**src/rtl/pipe_hazard_ctrl_pkg.sv**
```systemverilog
// Shared definitions for the pipeline hazard controller: opcodes, funct3
// values, forward-select encodings, decode/stage structs and the forward
// select helper.
package pipe_hazard_ctrl_pkg;

    localparam logic [6:0] OP_R   = 7'b0110011;
    localparam logic [6:0] OP_IMM = 7'b0010011;
    localparam logic [6:0] OP_LD  = 7'b0000011;
    localparam logic [6:0] OP_ST  = 7'b0100011;
    localparam logic [6:0] OP_BR  = 7'b1100011;

    localparam logic [2:0] F3_ADDI = 3'b000;
    localparam logic [2:0] F3_SRAI = 3'b101;
    localparam logic [2:0] F3_LW   = 3'b010;
    localparam logic [2:0] F3_SW   = 3'b010;
    localparam logic [2:0] F3_BEQ  = 3'b000;

    localparam logic [6:0] F7_BASE = 7'b0000000;
    localparam logic [6:0] F7_ALT  = 7'b0100000;

    localparam logic [1:0] FWD_RF    = 2'b00;
    localparam logic [1:0] FWD_EXMEM = 2'b10;
    localparam logic [1:0] FWD_MEMWB = 2'b01;

    // Register usage of one decoded instruction.
    typedef struct packed {
        logic [4:0] rd;
        logic [4:0] rs1;
        logic [4:0] rs2;
        logic       uses1;
        logic       uses2;
        logic       wr;
        logic       ld;
    } instr_class_t;

    // Shadow copy of what a pipeline stage holds; all-zero is a bubble.
    typedef struct packed {
        logic       valid;
        logic [4:0] rd;
        logic [4:0] rs1;
        logic [4:0] rs2;
        logic       uses1;
        logic       uses2;
        logic       wr;
        logic       ld;
    } stage_t;

    // Pick the forwarding source for one EX operand; the younger MEM result
    // wins over WB, and x0 is never forwarded.
    function automatic logic [1:0] fwdSel(input stage_t memQ, input stage_t wbQ,
                                          input logic uses, input logic [4:0] rs);
        logic [1:0] sel;
        sel = FWD_RF;
        if (uses && memQ.wr && (memQ.rd != 5'd0) && (memQ.rd == rs)) begin
            sel = FWD_EXMEM;
        end else if (uses && wbQ.wr && (wbQ.rd != 5'd0) && (wbQ.rd == rs)) begin
            sel = FWD_MEMWB;
        end
        return sel;
    endfunction

endpackage

```
**src/rtl/pipe_hazard_ctrl_instr_class.sv**
```systemverilog
// Combinational decode of an IF/ID instruction into its register usage.
// Encodings outside the supported subset decode with every flag cleared.
module pipe_instr_class
    import pipe_hazard_ctrl_pkg::*;
(
    input  logic [31:0]  i_instr,
    output instr_class_t o_class
);

    logic [6:0] w_opcode;
    logic [2:0] w_funct3;
    logic [6:0] w_funct7;

    assign w_opcode = i_instr[6:0];
    assign w_funct3 = i_instr[14:12];
    assign w_funct7 = i_instr[31:25];

    // Classify the opcode/funct fields and attach the register indices.
    always_comb begin
        o_class       = '0;
        o_class.rd    = i_instr[11:7];
        o_class.rs1   = i_instr[19:15];
        o_class.rs2   = i_instr[24:20];
        unique case (w_opcode)
            OP_R: begin
                if ((w_funct7 == F7_BASE) || (w_funct7 == F7_ALT)) begin
                    o_class.uses1 = 1'b1;
                    o_class.uses2 = 1'b1;
                    o_class.wr    = 1'b1;
                end
            end
            OP_IMM: begin
                if ((w_funct3 == F3_ADDI) ||
                    ((w_funct3 == F3_SRAI) && (w_funct7 == F7_ALT))) begin
                    o_class.uses1 = 1'b1;
                    o_class.wr    = 1'b1;
                end
            end
            OP_LD: begin
                if (w_funct3 == F3_LW) begin
                    o_class.uses1 = 1'b1;
                    o_class.wr    = 1'b1;
                    o_class.ld    = 1'b1;
                end
            end
            OP_ST: begin
                if (w_funct3 == F3_SW) begin
                    o_class.uses1 = 1'b1;
                    o_class.uses2 = 1'b1;
                end
            end
            OP_BR: begin
                if (w_funct3 == F3_BEQ) begin
                    o_class.uses1 = 1'b1;
                    o_class.uses2 = 1'b1;
                end
            end
            default: begin
            end
        endcase
    end

endmodule

```
**src/rtl/pipe_hazard_ctrl.sv**
```systemverilog
// Pipeline hazard controller: boot hold-off, load-use stall, branch flush
// and EX-stage forwarding, driven from shadow copies of EX/MEM/WB.
module pipe_hazard_ctrl
    import pipe_hazard_ctrl_pkg::*;
#(
    parameter int BOOT_CYCLES = 2,
    parameter int CNT_W       = 16
) (
    input  logic             clk_i,
    input  logic             rst_i,
    input  logic [31:0]      instr_i,
    input  logic             branch_taken_i,
    output logic             pc_write_o,
    output logic             ifid_write_o,
    output logic             ifid_flush_o,
    output logic             idex_flush_o,
    output logic [1:0]       forward_a_o,
    output logic [1:0]       forward_b_o,
    output logic [CNT_W-1:0] stall_cnt_o
);

    typedef enum logic {ST_BOOT, ST_RUN} state_t;

    localparam logic [3:0] BOOT_LAST = 4'(BOOT_CYCLES - 1);

    state_t           r_state;
    logic [3:0]       r_bootCnt;
    stage_t           r_exQ;
    stage_t           r_memQ;
    stage_t           r_wbQ;
    logic [CNT_W-1:0] r_stallCnt;

    instr_class_t     w_dec;
    stage_t           w_decStage;
    logic             w_loadUse;
    logic             w_unusedBits;

    pipe_instr_class u_class (
        .i_instr (instr_i),
        .o_class (w_dec)
    );

    assign w_decStage = '{valid: w_dec.uses1, rd: w_dec.rd, rs1: w_dec.rs1,
                          rs2: w_dec.rs2, uses1: w_dec.uses1, uses2: w_dec.uses2,
                          wr: w_dec.wr, ld: w_dec.ld};

    // The instruction in ID needs a value that the load in EX has not fetched yet.
    assign w_loadUse = r_exQ.ld && (r_exQ.rd != 5'd0) &&
                       ((w_dec.uses1 && (w_dec.rs1 == r_exQ.rd)) ||
                        (w_dec.uses2 && (w_dec.rs2 == r_exQ.rd)));

    // Fields that the control logic never looks at, gathered in one place.
    assign w_unusedBits = ^{r_exQ.valid, r_memQ, r_wbQ};

    // Boot/run sequencing, stage shadow pipeline and stall counting.
    always_ff @(posedge clk_i or negedge rst_i) begin
        if (!rst_i) begin
            r_state    <= ST_BOOT;
            r_bootCnt  <= 4'd0;
            r_exQ      <= '0;
            r_memQ     <= '0;
            r_wbQ      <= '0;
            r_stallCnt <= '0;
        end else begin
            unique case (r_state)
                ST_BOOT: begin
                    if (r_bootCnt == BOOT_LAST) begin
                        r_state <= ST_RUN;
                    end else begin
                        r_bootCnt <= r_bootCnt + 4'd1;
                    end
                end
                ST_RUN: begin
                    r_exQ  <= idex_flush_o ? '0 : w_decStage;
                    r_memQ <= r_exQ;
                    r_wbQ  <= r_memQ;
                    if (w_loadUse && !branch_taken_i && (r_stallCnt != {CNT_W{1'b1}})) begin
                        r_stallCnt <= r_stallCnt + CNT_W'(1);
                    end
                end
                default: begin
                    r_state <= ST_BOOT;
                end
            endcase
        end
    end

    // Same-cycle pipeline control: branch flush beats load-use stall.
    always_comb begin
        pc_write_o   = 1'b0;
        ifid_write_o = 1'b0;
        ifid_flush_o = 1'b1;
        idex_flush_o = 1'b1;
        forward_a_o  = FWD_RF;
        forward_b_o  = FWD_RF;
        if (r_state == ST_RUN) begin
            forward_a_o = fwdSel(r_memQ, r_wbQ, r_exQ.uses1, r_exQ.rs1);
            forward_b_o = fwdSel(r_memQ, r_wbQ, r_exQ.uses2, r_exQ.rs2);
            if (branch_taken_i) begin
                pc_write_o   = 1'b1;
                ifid_write_o = 1'b1;
                ifid_flush_o = 1'b1;
                idex_flush_o = 1'b1;
            end else if (w_loadUse) begin
                pc_write_o   = 1'b0;
                ifid_write_o = 1'b0;
                ifid_flush_o = 1'b0;
                idex_flush_o = 1'b1;
            end else begin
                pc_write_o   = 1'b1;
                ifid_write_o = 1'b1;
                ifid_flush_o = 1'b0;
                idex_flush_o = 1'b0;
            end
        end
    end

    assign stall_cnt_o = r_stallCnt;

endmodule

```
**config.mk**
```make
export PLATFORM = sky130hd
export DESIGN_NAME = pipe_hazard_ctrl
export DESIGN_NICKNAME = d
export VERILOG_FILES = /design/src/rtl/pipe_hazard_ctrl_pkg.sv /design/src/rtl/pipe_hazard_ctrl_instr_class.sv /design/src/rtl/pipe_hazard_ctrl.sv
export SDC_FILE = /design/constraint.sdc
export NUM_CORES = 1
export LEC_CHECK = 0
export BUFFER_PORTS_ARGS = -buffer_cell sky130_fd_sc_hd__buf_4
export CORE_MARGIN = 1.5
export CORE_UTILIZATION = 49
export CTS_CLUSTER_DIAMETER = 40
export CTS_CLUSTER_SIZE = 24
export DETAILED_ROUTE_END_ITERATION = 16
export GPL_ROUTABILITY_DRIVEN = 0
export PLACE_DENSITY_LB_ADDON = 0.2
export REMOVE_ABC_BUFFERS = 1
export SETUP_SLACK_MARGIN = 0.02
export SLEW_MARGIN = 5
export SYNTH_ARGS = -nofsm -noshare
export SYNTH_HDL_FRONTEND = slang
export SYNTH_HIERARCHICAL = 1
export SYNTH_SLANG_ARGS = --single-unit
```
**constraint.sdc**
```tcl
create_clock -name clk_i -period 1.8 [get_ports clk_i]
set_clock_uncertainty 0.15 [all_clocks]
set_input_delay 0.18 -clock clk_i [delete_from_list [all_inputs] [get_ports clk_i]]
set_output_delay 0.18 -clock clk_i [all_outputs]
set_load 0.05 [all_outputs]
```
* Yosys cells after proc, flatten, opt, wreduce, memory -nomap -nowiden
Index checks and enable logic that the tools add are counted.
** Storage, ports and cells
- Register bits after elaboration :: 52
- Input port bits :: 35
- Output and inout port bits :: 24
- Word-level logic and storage cells :: 90
** Cells by class
- Add/sub/neg operators :: 2
- Eq/ne operators :: 16
- Mux-type cells :: 26
- Bitwise gates (word level) :: 2
- Reduce and logical (&&, ||, !) cells :: 30
** Operator list (number)
- == test 5 bit :: 6
- == test 7 x 6 -> 1 bit (second input constant) :: 3
- logical AND 1 bit :: 19
- two-way mux 19 bit :: 1
- adder 16 x 1 -> 16 bit (second input constant) :: 1
- != test 16 bit (second input constant) :: 1
- two-way mux 1 bit :: 15
- nonzero test 5 bit :: 3
- two-way mux 2 bit :: 6
- == test 7 x 2 -> 1 bit (second input constant) :: 1
- == test 7 x 5 -> 1 bit (second input constant) :: 1
- == test 7 bit (second input constant) :: 1
- zero test 7 bit :: 1
- one-hot mux 1 bit (3 select lines) :: 2
- one-hot mux 1 bit (5 select lines) :: 1
- adder 4 x 1 -> 4 bit (second input constant) :: 1
- == test 4 x 1 -> 1 bit (second input constant) :: 1
- AND reduction 2 bit :: 2
- == test 3 x 2 -> 1 bit (second input constant) :: 1
- == test 3 bit (second input constant) :: 1
- zero test 3 bit :: 1
- logical OR 1 bit :: 3
- two-way mux 3 bit :: 1
- NOT 1 bit :: 2
- zero test 1 bit :: 1

* Logic depth before layout (Yosys ltp)
- Depth after elaboration :: 12
- Mapped depth :: 8
- Gate-level depth less buffers :: 7

* Modules after synthesis
Netlist, hierarchy kept.
** Modules (own cells, without submodules)
- pipe_hazard_ctrl :: instances 1, cells an instance 216, area an instance 2568.7 sq um, seq. area each 1301.2 sq um
- pipe_instr_class :: instances 1, cells an instance 35, area an instance 260.2 sq um, seq. area each 0.0 sq um

* Least setup slack after synthesis
Ideal clock, no wire load.
- Path type :: reg-to-output
- From :: reg r_exQ[15] (netlist name)
- To :: out pc_write_o
- Arrival time :: 2453 ps
- Data required time :: 1470 ps
- Path slack :: -983 ps
- Stages on the path, launching flop included :: 6
- Path buffers :: 1
- Cells stage by stage :: dfrtp_1 or4_4 o21ai_4 inv_2 a31oi_1 buf_4
** On the way
- Longest elaborated chain between the ends :: 7
- Elaborated cells on any way between the ends :: 11
- Classes of those cells :: 2 x eq/ne; 3 x mux; 6 x reduce/logical
** Ends and longest elaborated chain
- start, declared :: line pipe_hazard_ctrl.sv:28 : stage_t r_exQ;
- start signal, assigned :: line pipe_hazard_ctrl.sv:74 : r_exQ <= idex_flush_o ? '0 : w_decStage;
- == test 5 bit (on tied branches) :: line pipe_hazard_ctrl.sv:49, pipe_hazard_ctrl.sv:50
- logical AND 1 bit (on tied branches) :: line pipe_hazard_ctrl.sv:49, pipe_hazard_ctrl.sv:50
- logical OR 1 bit :: line pipe_hazard_ctrl.sv:49 : ((w_dec.uses1 && (w_dec.rs1 == r_exQ.rd)) ||
- logical AND 1 bit (*) :: line pipe_hazard_ctrl.sv:48 : assign w_loadUse = r_exQ.ld && (r_exQ.rd != 5'd0) &&
- two-way mux 1 bit (*) (3 in a row)
- end, declared :: line pipe_hazard_ctrl.sv:13 : output logic pc_write_o,
Every way passes the cells marked *; elsewhere a longest branch is shown, timed or not.

* Final worst setup path
- From :: reg r_exQ[16] (netlist name)
- To :: out ifid_write_o
** On the way
- Longest elaborated chain between the ends :: 7
- Elaborated cells on any way between the ends :: 11
- Classes of those cells :: 2 x eq/ne; 3 x mux; 6 x reduce/logical
** Ends and longest elaborated chain
- == test 5 bit (on tied branches) :: line pipe_hazard_ctrl.sv:49, pipe_hazard_ctrl.sv:50
- logical AND 1 bit (on tied branches) :: line pipe_hazard_ctrl.sv:49, pipe_hazard_ctrl.sv:50
- logical OR 1 bit :: line pipe_hazard_ctrl.sv:49
- logical AND 1 bit (*) :: line pipe_hazard_ctrl.sv:48
- two-way mux 1 bit (*) :: line pipe_hazard_ctrl.sv:104 : end else if (w_loadUse) begin
- two-way mux 1 bit (*) :: line pipe_hazard_ctrl.sv:99 : if (branch_taken_i) begin
- two-way mux 1 bit (*) :: line pipe_hazard_ctrl.sv:96 : if (r_state == ST_RUN) begin
- end, declared :: line pipe_hazard_ctrl.sv:14 : output logic ifid_write_o,
Marks and branches as above.

==> metrics.cfg <==
[global_routing]
antenna_found_initial = 0
grt_pass1_wl_um = 11800
grt_use_total_pct = 24.6
gr-total-overflow = 0
grt_pass1_vias = 2457
grt_max_degree = 53

[clock_network]
clkTransAtPathRegs_ns = 0.09
insertion_delay_ns = 0.31
cts_root_buf = clkbuf_8
clockBufferDepth = 2
tritoncts = built
htree_levels = 2
clock_sinks = 52
cts_buffers = 5

[logic_synthesis]
synth-edff-count = 0
synth_compound_area_share_pct = 10.4
synthAdderAreaFrac_pct = 1.33
synth_commonest_cells = 52 x dfrtp_1, 31 x xnor2_1, 19 x a22o_1
synthXorXnorAreaFrac_pct = 15.2
synthMuxAreaShare_pct = 5.53
yosysMostFrequentCell = dfrtp_1
synth-warning-count = 6
synthCells = 251
synthTopCellsByArea = dfrtp_1 46%, xnor2_1 9.6%, a22o_1 5.9%
postSynthAreaPerCell_um2 = 11.3
yosysTopAreaCellShare_pct = 46.0
yosysUniqueCellTypes = 44
ys_seq_area_share_pct = 46.0
syn_area_um2 = 2830
synth_seq_cells = 52
async_flop_share_pct = 100
synth_top_family_by_area = XOR/XNOR gates
synth_simple_gate_area_share_pct = 14.2
synth_ff_type = dfrtp_1
synth_top_cell_by_area = dfrtp_1

[route]
wl_per_cell_um = 16.9
drcViolationCount = 0
drtIter0Drc = 128
dr_total_vias = 2370
antenna_left = 0
vias_per_cell = 5.45
finalWirelength_um = 7370
drtPass1Iterations = 4

[placement]
dp.cells = 402
hpwl_um = 4900
portBuffers = 58

[die]
core-area_um2 = 5540
start_util_pct = 51.1
die-area_um2 = 6240
ios = 59
fp.dieH_um = 79.0
rows = 27
die_w_um = 79.0

[hold_path]
hp-class = input port to register
whs_path_depth = 5
worst_hold_startpoint = branch_taken_i
min_to = stall_cnt_o[2]$_DFFE_PN0P_

[setup_path]
cp_max_fo = 2
ff2ff_setup_slack_ns = -0.40
slowest_delay_ns = 0.55
critPathKind = register to primary output
r2r-start = r_exQ[16]$_DFFE_PN0P_
crit_path_start_kind = register
crit_chain = or4_4 > o21ai_4 > inv_2 > a31oi_4 > buf_6
critical_path_required_ns = 1.47
worstPathArrival_ns = 1.87
critPathCaptureType = primary output
rr_worst_depth = 9
slowest_stage = or4_4
r2r_end = stall_cnt_o[1]$_DFFE_PN0P_

[sta]
slew_viol_final = 0
layout_min_cycle_time_ns = 2.20
setup_viol = 42
tns_ns = -12.39
rsz0062_at_grt = yes
worst_slew_pin_slew_ns = 0.654
hold_violations = 0
fmax_mhz = 455
finalCritPeriodShare_pct = 122
slew_headroom_pct = 56.4
fin_ws_ns = -0.400

[power]
vdd.ir_drop.worst_v = 0.000383
leakage_nw = 1.95
total_power_mw = 2.43
power.density_nw_per_um2 = 593

[finish]
finalNonFillerCells = 435
diodes = 0
final_core_util_pct = 74.0
area_growth_pct = 44.9
fin_nets = 400
final_layout_size_suffix_gt1_share_pct = 44.6

[run]
drv_cap = 0

[outcome]
violations = setup timing
outcome = finished with violations

## kinds of logic after synthesis
group | after synthesis
buf+inv | 34
compound gates | 34
flops | 52
simple gates | 65
fa+ha+maj | 3
xor+xnor | 49
mux | 14
## cells in the final DEF (no fill, tap or decap), drive strengths merged, types with 5 or more instances in the layout
| master | netlist | final |
|---|---|---|
| dfrtp | 52 | 52 |
| a22o | 19 | 19 |
| and3 | 6 | 6 |
| buf | 21 | 112 |
| nand2 | 5 | 5 |
| clkbuf | 4 | 8 |
| nor4 | 7 | 7 |
| xor2 | 18 | 18 |
| inv | 9 | 9 |
| nand4 | 17 | 17 |
| nand3 | 9 | 9 |
| nor3 | 6 | 6 |
| dlygate4sd3 | 0 | 16 |
| xnor2 | 31 | 31 |
| mux2 | 13 | 13 |
## stage by stage
step / hold WS (ns) / instance area, µm² / setup slack, ns
detailed placement: 0.0963 / 3530 / -0.294
global placement: 0.103 / 3530 / -0.239
finish: 0.186 / 4100 / -0.400
CTS: 0.174 / 4000 / -0.412
global route: 0.199 / 4100 / -0.481
floorplan: -0.266 / 2660 / -1.31
## flip-flops by register name, summed over array words and instances (netlist names)
register / flops
r_bootCnt: 4
r_exQ: 19
r_memQ: 6
r_state: 1
r_wbQ: 6
stall_cnt_o: 16
## critical path, delay by kind of cell (launching register included)
family / cells / cell delay [ns]
and+or+nand+nor: 1 / 0.55
buffers and inverters: 2 / 0.27
DFF: 1 / 0.42
AOI/OAI and AO/OA: 2 / 0.33
## repair_timing
item	4_1_cts	5_1_grt
hold buffers	16	0
buffers inserted	7	2
resized for setup	28	13
setup endpoints to repair	41	42
gates cloned	0	1
pin swaps	19	19
endpoints found under the hold margin	67	0
## power by group
part	leakage, nW	switching [mW]	internal [mW]
sequential	0.688	0.0320	1.20
combinational	1.20	0.145	0.185
clock	0.0645	0.381	0.491
## area by class of cell
type                    count  area, µm²
multi-input cells         165       1460
fillers                   407       1440
flip-flops and latches     52       1300
repair buffers            129       1090
clock buffers               7       96.3
well taps                  72       90.1
inverters                   9       33.8
clock inverters             1       30.0
## worst max-delay path by stage
stage | start | end | slack (ns) | cells past startpoint
floorplan | r_exQ[15]$_DFFE_PN0P_ | ifid_write_o | -1.31 | 4
global placement | instr_i[2] | stall_cnt_o[13]$_DFFE_PN0P_ | -0.24 | 9
detailed placement | instr_i[2] | stall_cnt_o[7]$_DFFE_PN0P_ | -0.29 | 9
CTS | r_exQ[16]$_DFFE_PN0P_ | pc_write_o | -0.41 | 5
global route | r_memQ[14]$_DFFE_PN0P_ | forward_b_o[0] | -0.48 | 7
finish | r_exQ[16]$_DFFE_PN0P_ | ifid_write_o | -0.40 | 5
## per-layer routing
metal  vias to the layer above  GRT usage, %  part of all wire [%]
li1                       1116             -                     -
met1                      1191          30.5                    42
met2                        50          43.0                    53
met3                        13          4.37                   3.6
met4                         0          8.77                   1.8
met5                         -             0                     0
Power figures use the tool's default switching activity.
